## src/rtl/fetch_pkg.sv

```systemverilog
// Shared types and constants for the instruction fetch stage.
package fetch_pkg;

    // Request FSM: IDLE may issue, WAIT expects a live response,
    // DROP swallows the response of a request killed by a redirect.
    typedef enum logic [1:0] {
        IDLE,
        WAIT,
        DROP
    } fetch_state_e;

    // addi x0,x0,0 -- bubble presented to IF/ID when nothing is buffered.
    localparam logic [31:0] NOP_INST = 32'h0000_0013;

    // Sequential fetch stride in bytes.
    localparam int unsigned PC_INC = 4;

endpackage

```

## src/rtl/fetch_queue.sv

```systemverilog
// Small {pc,inst} FIFO between the fetch engine and the IF/ID register.
// Flush has priority over push and pop.
module fetch_queue #(
    parameter int unsigned DEPTH  = 2,
    parameter int unsigned PC_W   = 64,
    parameter int unsigned INST_W = 32
) (
    input  logic                     clk,
    input  logic                     rst_n,
    input  logic                     push,
    input  logic                     pop,
    input  logic                     flush,
    input  logic [PC_W-1:0]          push_pc,
    input  logic [INST_W-1:0]        push_inst,
    output logic [PC_W-1:0]          head_pc,
    output logic [INST_W-1:0]        head_inst,
    output logic                     empty,
    output logic                     full,
    output logic [$clog2(DEPTH):0]   count
);
    localparam int unsigned AW = $clog2(DEPTH);

    logic [PC_W-1:0]   pc_mem   [DEPTH];
    logic [INST_W-1:0] inst_mem [DEPTH];
    logic [AW-1:0]     rd_ptr;
    logic [AW-1:0]     wr_ptr;

    // Pointer and occupancy bookkeeping; a flush empties the queue outright.
    always_ff @(posedge clk or negedge rst_n) begin
        if (!rst_n) begin
            rd_ptr <= '0;
            wr_ptr <= '0;
            count  <= '0;
        end else if (flush) begin
            rd_ptr <= '0;
            wr_ptr <= '0;
            count  <= '0;
        end else begin
            if (push) wr_ptr <= wr_ptr + AW'(1);
            if (pop)  rd_ptr <= rd_ptr + AW'(1);
            if (push && !pop)      count <= count + (AW+1)'(1);
            else if (pop && !push) count <= count - (AW+1)'(1);
        end
    end

    // Entry storage; contents are only meaningful while counted as occupied.
    always_ff @(posedge clk) begin
        if (push && !flush) begin
            pc_mem[wr_ptr]   <= push_pc;
            inst_mem[wr_ptr] <= push_inst;
        end
    end

    assign head_pc   = pc_mem[rd_ptr];
    assign head_inst = inst_mem[rd_ptr];
    assign empty     = (count == '0);
    assign full      = (count == (AW+1)'(DEPTH));

endmodule

```

## src/rtl/instr_fetch_unit.sv

```systemverilog
// IF stage: owns the PC, issues one-at-a-time word fetches, buffers the
// returned {pc,inst} pairs and presents the queue head to IF/ID.
module instr_fetch_unit #(
    parameter int unsigned        PC_W     = 64,
    parameter int unsigned        INST_W   = 32,
    parameter int unsigned        DEPTH    = 2,
    parameter logic [PC_W-1:0]    RESET_PC = '0,
    parameter logic [INST_W-1:0]  NOP_INST = INST_W'(fetch_pkg::NOP_INST)
) (
    input  logic              clk,
    input  logic              reset,
    input  logic              ifid_write,
    input  logic              redirect,
    input  logic [PC_W-1:0]   redirect_pc,
    output logic              imem_req,
    output logic [PC_W-1:0]   imem_addr,
    input  logic              imem_valid,
    input  logic [INST_W-1:0] imem_rdata,
    output logic [PC_W-1:0]   if_pc,
    output logic [INST_W-1:0] if_inst,
    output logic              if_valid
);
    import fetch_pkg::*;

    localparam int unsigned CW = $clog2(DEPTH) + 1;

    fetch_state_e      state;
    logic [PC_W-1:0]   pc_q;
    logic [PC_W-1:0]   addr_q;
    logic              issue;
    logic              push;
    logic              pop;
    logic              q_empty;
    logic              q_full;
    logic [CW-1:0]     q_count;
    logic [PC_W-1:0]   head_pc;
    logic [INST_W-1:0] head_inst;

    // Issue only happens from IDLE, where no response is owed, so the room
    // check reduces to count < DEPTH.
    assign issue = (state == IDLE) && !redirect && (32'(q_count) < DEPTH);
    assign push  = (state == WAIT) && imem_valid && !redirect;
    assign pop   = ifid_write && !q_empty && !redirect;

    // Request FSM, PC register and fetch-address capture.
    always_ff @(posedge clk or negedge reset) begin
        if (!reset) begin
            state    <= IDLE;
            pc_q     <= RESET_PC;
            addr_q   <= RESET_PC;
            imem_req <= 1'b0;
        end else begin
            imem_req <= 1'b0;
            if (redirect)   pc_q <= redirect_pc;
            else if (issue) pc_q <= pc_q + PC_W'(PC_INC);
            case (state)
                IDLE: begin
                    if (issue) begin
                        state    <= WAIT;
                        imem_req <= 1'b1;
                        addr_q   <= pc_q;
                    end
                end
                WAIT: begin
                    // A redirect that coincides with the response consumes it,
                    // so there is nothing left to drop.
                    if (redirect)        state <= imem_valid ? IDLE : DROP;
                    else if (imem_valid) state <= IDLE;
                end
                DROP: begin
                    if (imem_valid) state <= IDLE;
                end
                default: state <= IDLE;
            endcase
        end
    end

    fetch_queue #(
        .DEPTH  (DEPTH),
        .PC_W   (PC_W),
        .INST_W (INST_W)
    ) u_queue (
        .clk       (clk),
        .rst_n     (reset),
        .push      (push),
        .pop       (pop),
        .flush     (redirect),
        .push_pc   (addr_q),
        .push_inst (imem_rdata),
        .head_pc   (head_pc),
        .head_inst (head_inst),
        .empty     (q_empty),
        .full      (q_full),
        .count     (q_count)
    );

    // Room is reserved at issue time, so a response never lands on a full queue.
    assert property (@(posedge clk) disable iff (!reset) !(push && q_full && !pop));

    assign imem_addr = addr_q;
    assign if_valid  = !q_empty;
    assign if_pc     = q_empty ? pc_q : head_pc;
    assign if_inst   = q_empty ? NOP_INST : head_inst;

endmodule

```

## config.mk

```make
export PLATFORM = sky130hd
export DESIGN_NAME = instr_fetch_unit
export DESIGN_NICKNAME = d
export VERILOG_FILES = /design/src/rtl/fetch_pkg.sv /design/src/rtl/fetch_queue.sv /design/src/rtl/instr_fetch_unit.sv
export SDC_FILE = /design/constraint.sdc
export NUM_CORES = 1
export LEC_CHECK = 0
export CAP_MARGIN = 15
export CORE_ASPECT_RATIO = 1.5
export CORE_MARGIN = 2
export CORE_UTILIZATION = 54
export CTS_BUF_LIST = sky130_fd_sc_hd__clkbuf_2
export DETAILED_ROUTE_END_ITERATION = 16
export HOLD_SLACK_MARGIN = 0.08
export PLACE_DENSITY = 0.82
export SLEW_MARGIN = 30
export SYNTH_ARGS = -nofsm -noshare
export SYNTH_HDL_FRONTEND = slang
export SYNTH_SLANG_ARGS = --single-unit
```

## constraint.sdc

```tcl
create_clock -name clk -period 9.55 [get_ports clk]
set_input_delay 2.865 -clock clk [delete_from_list [all_inputs] [get_ports clk]]
set_output_delay 2.865 -clock clk [all_outputs]
set_load 0.02 [all_outputs]
```

After elaboration in Yosys (flattened, before gate mapping)
Memory sizes are Yosys's and may differ from the RTL's.
Cells that the tools add are included.
- reductions and logical operators: 20
- equality and inequality tests: 3
- $lt $le $gt $ge: 1
- add/subtract/negate cells: 5
- muxes and demuxes: 20
- operators by type and width (cell ; number):
    64-bit two-way mux ; 3
    64-bit by 3-bit adder with 64-bit output (second input constant) ; 1
    32-bit two-way mux ; 1
    2-bit two-way mux ; 7
    1-bit logical AND ; 9
    1-bit two-way mux ; 8
    2-bit case mux with 3 select lines ; 1
    2-bit nonzero test ; 3
    1-bit zero test ; 4
    2-bit zero test ; 2
    3-bit nonzero test ; 1
    1-bit adder (second input constant) ; 2
    2-bit by 1-bit adder with 2-bit output (second input constant) ; 1
    2-bit by 1-bit == test with 1-bit output (second input constant) ; 1
    2-bit == test (second input constant) ; 1
    2-bit < comparator (second input constant) ; 1
    2-bit inequality test (second input constant) ; 1
    2-bit AND reduction ; 1
    2-bit by 1-bit subtractor with 2-bit output (second input constant) ; 1
- memory bits (writable): 192
- logic and storage cells: 58
- output and inout bits: 162
- flip-flop bits (word level): 135
- memories: 2
- memories (memory ; depth ; width ; rd ports ; clocked after memory_dff ; wr ports ; RTL line ; RTL):
    u_queue.pc_mem ; 2 ; 64 ; 1 ; 0 ; 1 ; fetch_queue.sv:23 ; logic [PC_W-1:0] pc_mem [DEPTH];
    u_queue.inst_mem ; 2 ; 32 ; 1 ; 0 ; 1 ; fetch_queue.sv:24 ; logic [INST_W-1:0] inst_mem [DEPTH];

Depth between registers and ports, before layout
- depth in word-level cells: 8
- mapped depth: 8

Cells and area by module
Synthesis repeated with hierarchy kept, for this count alone.
- cell total of the unflattened synthesis: 1150
- area total of the unflattened synthesis: 14547.7 sq um
- by module, submodules not included (module ; area an instance (sq um) ; cells each ; instances):
    instr_fetch_unit ; 7293.2 ; 830 ; 1
    fetch_queue ; 7254.5 ; 320 ; 1

Worst setup path before layout
OpenSTA, ideal clock, no wires.
- path kind: input port to flip-flop
- from: input redirect
- to: memory u_queue.inst_mem[1][0], enable pin
- path buffers: 2
- setup time: 0.688 ns
- setup slack: -1.408 ns
- data required time: 8.862 ns
- stages on the path: 3
- arrival time: 10.270 ns
- cell sequence: clkbuf_1 -> clkbuf_1 -> nor3b_1
- word-level cells in the longest chain between the ends: 5
- ends and longest elaborated chain (element ; RTL line ; RTL):
    from (decl) ; instr_fetch_unit.sv:13 ; input logic redirect,
    1-bit zero test * ; fetch_queue.sv:48, instr_fetch_unit.sv:42 ;
    1-bit logical AND ; instr_fetch_unit.sv:42 ; assign push = (state == WAIT) && imem_valid && !redirect;
    1-bit logical AND * ; fetch_queue.sv:48 ; if (push && !flush) begin
    1-bit two-way mux * ; fetch_queue.sv:48 ;
    1-bit two-way mux (implied by the code) * ; fetch_queue.sv:50 ; inst_mem[wr_ptr] <= push_inst;
    to (decl) ; fetch_queue.sv:24 ;
Mark *: on every way between the ends. The rest lies on a longest branch, timed or not.

Worst setup path after layout
- from: register u_queue.count[1]
- to: output if_inst[0]
- word-level cells in the longest chain between the ends: 2
- ends and longest elaborated chain (element ; RTL line ; RTL):
    from (decl) ; fetch_queue.sv:19 ; output logic [$clog2(DEPTH):0] count
    from (signal assigned) ; fetch_queue.sv:41 ; if (push && !pop) count <= count + (AW+1)'(1);
    from (signal assigned) ; fetch_queue.sv:42 ; else if (pop && !push) count <= count - (AW+1)'(1);
    2-bit zero test ; fetch_queue.sv:56 ; assign empty = (count == '0);
    32-bit two-way mux ; instr_fetch_unit.sv:103 ; assign if_inst = q_empty ? NOP_INST : head_inst;
    to (decl) ; instr_fetch_unit.sv:20 ; output logic [INST_W-1:0] if_inst,
No other way between the ends.

==> results.sh <==
export IMPL_max_freq_ghz=0.150
export IMPL_ys_ff_latch=327
export IMPL_cp_required_ns=6.69
export IMPL_grt_pass1_wl_mm=56.7
export IMPL_coreArea_sq_um=25800
export IMPL_cellLeakagePower_nw=6.69
export IMPL_start_util_pct=55.0
export IMPL_first_iter_violations=791
export IMPL_postCtsSetupBuffers=0
export IMPL_drtAntennaViolNets=0
export IMPL_ys_seq_area_share_pct=64.5
export IMPL_synth_flop_cell="edfxtp_1"
export IMPL_critical_path_class="reg -> out"
export IMPL_cts_resized=0
export IMPL_cp_common_cell="buf_4"
export IMPL_hold_viol_final=0
export IMPL_finClkSkew_ns=0.0767
export IMPL_grt_start_max_net_pins=99
export IMPL_fin_crit_sh_pct=69.7
export IMPL_mostFrequentLayoutCell="nand2_1"
export IMPL_power_density_nw_per_um2=184
export IMPL_status="completed"
export IMPL_yosysWarningCount=0
export IMPL_maxSlewViolCount=0
export IMPL_die_w_um=136
export IMPL_worst_pin_slew_ns=0.934
export IMPL_fin_nets=1609
export IMPL_clk_latency_ns=0.86
export IMPL_die_y_um=202
export IMPL_nFillCells=1973
export IMPL_wl_mm=36.4
export IMPL_synthesis_area_sq_um=14200
export IMPL_antenna_found_initial=2
export IMPL_cts_sinks=327
export IMPL_synthCells=1232
export IMPL_synth_fp_nets=1334
export IMPL_period_needed_ns=6.65
export IMPL_track_usage_pct=26.6
export IMPL_synth_distinct_cells=49
export IMPL_drc=0
export IMPL_numCtsBuffers=74
export IMPL_drive_gt1_share_pct=10.5
export IMPL_port_buffers=262
export IMPL_htree_levels=3
export IMPL_synth_edf_count=192
export IMPL_cp_arrival_ns=3.79
export IMPL_critical_path_cell_chain="nor2_4 > buf_4 > buf_4 > inv_1 > nand2_1 > clkdlybuf4s50_1"
export IMPL_grt_setup_unrepaired="no"
export IMPL_cts_root_buffer="clkbuf_2"
export IMPL_max_slew_margin_pct=37.7
export IMPL_syn_to_final_growth_pct=24.6
export IMPL_die_area_sq_um=27600
export IMPL_place_ws_ns=3.71
export IMPL_async_flop_share_pct=41.3
export IMPL_vdd_drop_max_mv=0.115
export IMPL_cp_max_fo=98
export IMPL_rows=72
export IMPL_cp_end_kind="output pin"
export IMPL_slowest_delay_ns=0.81
export IMPL_holdBufCountCts=0
export IMPL_clkTransAtPathRegs_ns=0.11
export IMPL_cts_tree="built"
export IMPL_setup_viol_count_final=0
export IMPL_grt_pass1_vias=10864
export IMPL_grt_remaining_overflow=0
export IMPL_clockBufferDepth=3
export IMPL_firstDrtPassIters=5
export IMPL_worst_slack_ns=2.90
export IMPL_setup_tns_ns=0
export IMPL_gp_congestion=0.813
export IMPL_vias=10725
export IMPL_hold_slack_ns=0.466
export IMPL_wl_per_cell_um=19.2
export IMPL_max_cap_violations=0
export IMPL_syn_area_per_cell_sq_um=11.5
export IMPL_critPathSlowestCell="buf_4"
export IMPL_hold_path_class="reg -> reg"
export IMPL_mostFrequentLayoutCells="299 x nand2_1, 260 x clkdlybuf4s50_1, 192 x edfxtp_1"
export IMPL_vias_per_cell=5.64
export IMPL_startpoint_type="flop"
export IMPL_io_pins=263
export IMPL_hpwl_mm=24.5
==> synthesized netlist by cell type, types with 2 or more instances <==
master	count	area [sq um]
and2_1	4	25.0
buf_6	6	67.6
xnor2_1	24	210
dfrtp_1	135	3380
nor3_1	11	55.1
nand4b_1	4	35.0
edfxtp_1	192	5770
nand3_1	20	100
mux2i_1	97	971
buf_4	2	15.0
nand2_1	299	1120
and4_2	2	20.0
a31o_2	3	26.3
o21ai_0	120	601
a31oi_1	24	150
or4_4	4	45.0
nor2b_1	5	31.3
xor2_1	15	131
nand4_1	26	163
or3_1	11	68.8
o31ai_1	11	82.6
and3_1	7	43.8
a21oi_1	2	10.0
mux2_2	4	45.0
nor2_1	66	248
clkbuf_1	61	229
inv_1	12	45.0
or2_2	3	18.8
nor4_2	2	25.0
or4_1	15	113
nor4_1	16	100
buf_1	5	18.8
nand2b_1	2	12.5
and4_1	7	61.3
==> worst max-delay path: cells and delay by family (launching register included) <==
family / cells / cell delay [ns]
AND/OR/NAND/NOR: 2 / 0.24
flip-flops: 1 / 0.54
buffers and inverters: 4 / 2.14
==> logic make-up (layout without fill, tap and decap cells) <==
family | count (synthesis) | count (layout) | synth area share (%)
simple gates | 511 | 511 | 16.6
xor+xnor | 39 | 39 | 2.41
buf+inv | 90 | 423 | 2.88
compound gates | 163 | 163 | 6.31
other cells | 0 | 2 | 0
fa+ha+maj | 1 | 1 | 0.0883
flops | 327 | 327 | 64.5
mux | 101 | 101 | 7.17
==> worst paths after layout <==
check                                                  start                         endpoint  slack (ns)  cells after the start
worst max register to register          state[1]$_DFFE_PN0P_             pc_q[53]$_DFFE_PN0P_        6.23                      6
min in group asynchronous                              reset        imem_addr[14]$_DFFE_PN0P_        2.00                      1
worst min register to register     imem_addr[53]$_DFFE_PN0P_  u_queue.pc_mem[1][53]$_DFFE_PP_        0.47                      0
max in group asynchronous                              reset             pc_q[45]$_DFFE_PN0P_        6.41                      2
worst max-delay path            u_queue.count[1]$_DFFE_PN0P_                       if_inst[0]        2.90                      6
worst min-delay path               imem_addr[53]$_DFFE_PN0P_  u_queue.pc_mem[1][53]$_DFFE_PP_        0.47                      0
==> power breakdown <==
part	total [mW]	switching, mW	leakage, nW	internal (mW)
Clock	0.856	0.533	0.523	0.323
Combinational	0.632	0.346	2.79	0.286
Sequential	1.75	0.123	3.38	1.63
==> final cells by class <==
cell class | count | area [sq um] | share of cell area (%)
Sequential cell | 327 | 9150 | 51.8
Multi-Input combinational cell | 815 | 4650 | 26.3
Timing Repair Buffer | 276 | 2730 | 15.5
Clock buffer | 118 | 591 | 3.35
Tap cell | 333 | 417 | 2.36
Clock inverter | 16 | 62.6 | 0.354
Inverter | 13 | 51.3 | 0.291
Antenna cell | 2 | 5.00 | 0.0284
==> through the flow <==
stage / power [mW] / util, % / cell area (sq um) / cells
after floorplan: 2.07 / - / 14200 / 1232
after global placement: 2.40 / 65.9 / 17000 / 1764
after detailed placement: 2.42 / 65.9 / 17000 / 1764
after CTS: 3.27 / 68.5 / 17600 / 1898
after global routing: 3.40 / 68.5 / 17700 / 1900
final: 3.24 / 68.5 / 17700 / 1900
==> per-layer routing <==
metal / global-route usage, % / wire length (um) / vias to the layer above
met5: 0 / 0 / -
li1: - / - / 4988
met2: 46.4 / 19100 / 462
met3: 5.47 / 2460 / 108
met4: 12.7 / 1440 / 0
met1: 30.9 / 13500 / 5167
==> flip-flops by register name, indices dropped and copies added (netlist names) <==
name / cells
imem_addr: 64
imem_req: 1
pc_q: 64
state: 2
u_queue.count: 2
u_queue.inst_mem: 64
u_queue.pc_mem: 128
u_queue.rd_ptr: 1
u_queue.wr_ptr: 1
Note: power is estimated with default switching activity, not from simulation.
==> RTL edit (config.mk and constraints unchanged) <==
Reset style: synchronous (`reset` and `rst_n`), changed in 2 clocked blocks.
--- a/src/rtl/fetch_queue.sv
+++ b/src/rtl/fetch_queue.sv
@@ -27,5 +27,5 @@
 
     // Pointer and occupancy bookkeeping; a flush empties the queue outright.
-    always_ff @(posedge clk or negedge rst_n) begin
+    always_ff @(posedge clk) begin
         if (!rst_n) begin
             rd_ptr <= '0;
--- a/src/rtl/instr_fetch_unit.sv
+++ b/src/rtl/instr_fetch_unit.sv
@@ -44,5 +44,5 @@
 
     // Request FSM, PC register and fetch-address capture.
-    always_ff @(posedge clk or negedge reset) begin
+    always_ff @(posedge clk) begin
         if (!reset) begin
             state    <= IDLE;
Function: differs if reset is asserted again (counterexample within 4 cycles, from zero or initial values and one cycle with reset low); with reset held inactive, the same outputs for 4 cycles.
==> RTL edit against the unedited design <==
Maximum frequency up 6.3%; non-clock buffer count increased by 3; sequential cell count rose by 1; synthesized area fell by 1.2%; via count up 5.6%; final area down 0.39%; setup slack better by 0.39 ns; routed wire length grew 4.3%.
Power is not compared: it rests on default switching activity, and its combinational part moved more than twofold at a synthesized area within 25%.
==> RTL edit: results (changes against the unedited design) <==
### Run status
* run status: complete, no violations, unchanged

### Clocking
* Clock Pin Slew Worst Setup and Hold Paths: 0.12 ns
* clock latency on the worst-skew pair: 0.89 ns, was 0.86 ns
* total CTS buffers: 72, was 74

### Layout
* fill cell total of the finished layout: 1967, was 1973
* fraction of layout instances using a drive strength above 1: 9.40%, was 10.5%
* number of nets at the end of the flow: 1673, was 1609

### GRT
* number of antenna violations at the first check in global routing: 3, was 2
* global-route wire length before repair: 58000 µm, was 56700 µm
* combined global-route utilization of all metal layers: 27.5%, was 26.6%
* maximum number of pins on one net before global-route repair: 90, was 99

### Synth
* Mapped Cells: 1318, was 1232
* Syn Nets: 1421, was 1334
* count of unique library cells instantiated by Yosys: 50, was 49
* Area contributors post-synth: sky130_fd_sc_hd__edfxtp_1 41%, sky130_fd_sc_hd__dfxtp_1 19%, sky130_fd_sc_hd__mux2i_1 7.6%, sky130_fd_sc_hd__nand2_1 6.1%, sky130_fd_sc_hd__o21ai_0 3.8%, was sky130_fd_sc_hd__edfxtp_1 41%, sky130_fd_sc_hd__dfrtp_1 24%, sky130_fd_sc_hd__nand2_1 7.9%, sky130_fd_sc_hd__mux2i_1 6.9%, sky130_fd_sc_hd__o21ai_0 4.2%
* async set-reset flop share out of synthesis: 0%, was 41.3%
* sequential element share of the synthesized area: 60.7%, was 64.5%

### Routing
* post-detailed-routing wire length: 38000 µm, was 36400 µm
* 1st-iter DRT viols: 857, was 791
* per-cell routed wire length: 19.3 µm, was 19.2 µm
* via count: 11328, was 10725

### Min path
* class of the tightest hold or removal check: register to register, unchanged
* WHS Path Cells: 0, unchanged

### Placement
* Detailed Place HPWL: 25700 µm, was 24500 µm
* post-placement cell count: 1829, was 1764
* Final Wtd Congestion: 0.912, was 0.813

### Timing
* tightest slew margin relative to the limit: 34.5%, was 37.7%
* worst-case clock skew: 0.0333 ns, was 0.0767 ns

### Power
* switching portion of total power: 26.3%

### Setup path
* crit path max-delay cell type: sky130_fd_sc_hd__dfxtp_4, was sky130_fd_sc_hd__buf_4
* crit-path max cell delay: 0.71 ns, was 0.81 ns
* critical path fanouts, max: 35, was 98
* critical path arrival: 3.40 ns, was 3.79 ns

-- RTL edit: changes by cell type after synthesis, moves of 9 or more --
| cell | unedited run | this run |
|---|---|---|
| sky130_fd_sc_hd__a211oi_1 | 1 | 14 |
| sky130_fd_sc_hd__nor3_1 | 11 | 27 |
| sky130_fd_sc_hd__o31ai_1 | 11 | 1 |
| sky130_fd_sc_hd__nand3_1 | 20 | 49 |
| sky130_fd_sc_hd__mux2i_1 | 97 | 106 |
| sky130_fd_sc_hd__nand2_1 | 299 | 226 |
| sky130_fd_sc_hd__o21ai_0 | 120 | 107 |
| sky130_fd_sc_hd__a31oi_1 | 24 | 5 |
| sky130_fd_sc_hd__dfxtp_1 | 0 | 136 |
| sky130_fd_sc_hd__dfrtp_1 | 135 | 0 |
| sky130_fd_sc_hd__clkbuf_1 | 61 | 90 |
| sky130_fd_sc_hd__a21oi_1 | 2 | 86 |
-- RTL edit: through the flow --
stage	hold WS, ns	power [W]	instance area [µm²]	setup WS (ns)
finish	0.476	0.00283	17600	3.29
CTS	0.464	0.00286	17600	3.18
floorplan	0.444	0.00176	14000	1.12
global placement	0.450	0.00192	16800	3.30
global route	0.482	0.00294	17600	3.10
detailed placement	0.466	0.00192	16800	3.50
-- RTL edit: power groups by stage --
| stage | registers [W] | clock network (W) | logic (W) |
|---|---|---|---|
| after floorplan | 0.00160 | 0 | 0.000154 |
| after global placement | 0.00161 | 0 | 0.000303 |
| after detailed placement | 0.00161 | 0 | 0.000310 |
| after CTS | 0.00158 | 0.000962 | 0.000311 |
| after global routing | 0.00159 | 0.00102 | 0.000332 |
| final | 0.00158 | 0.000938 | 0.000311 |
-- RTL edit: logic make-up (layout without fill, tap and decap cells) --
logic type	count (synthesis)	in the layout	share of synthesized area, %
flops	328	328	60.7
xor+xnor	31	31	1.94
other cells	0	5	0
fa+ha+maj	2	2	0.179
simple gates	499	499	16.9
compound gates	235	235	9.37
mux	107	107	7.66
buf+inv	116	425	3.25
-- RTL edit: area by class of cell --
type	instances	area [µm²]	area share, %
sequential	328	8490	48.3
multi-input combinational	874	5080	28.9
timing repair buffer	279	2780	15.8
clock buffer	110	551	3.13
tap	333	417	2.37
clock inverter	21	186	1.06
inverter	15	57.6	0.327
antenna	5	12.5	0.0712
-- RTL edit: path summary, 6_finish.rpt --
check | slack, ns | startpoint | to
min reg2reg | 0.48 | imem_addr[34] | u_queue.pc_mem[0][34]
min | 0.48 | imem_addr[34] | u_queue.pc_mem[0][34]
max reg2reg | 6.30 | pc_q[3] | pc_q[56]
max | 3.29 | register | if_pc[3]
-- RTL edit: per-layer routing --
metal  wire [µm]  vias up  share of wire [%]  track usage, %
met5           0        -                  0               0
met1       13800     5338                 36            31.3
li1            -     5341                  -               -
met3        2540      112                6.7            4.99
met4        1790        0                4.7            15.1
met2       19900      537                 52            48.3
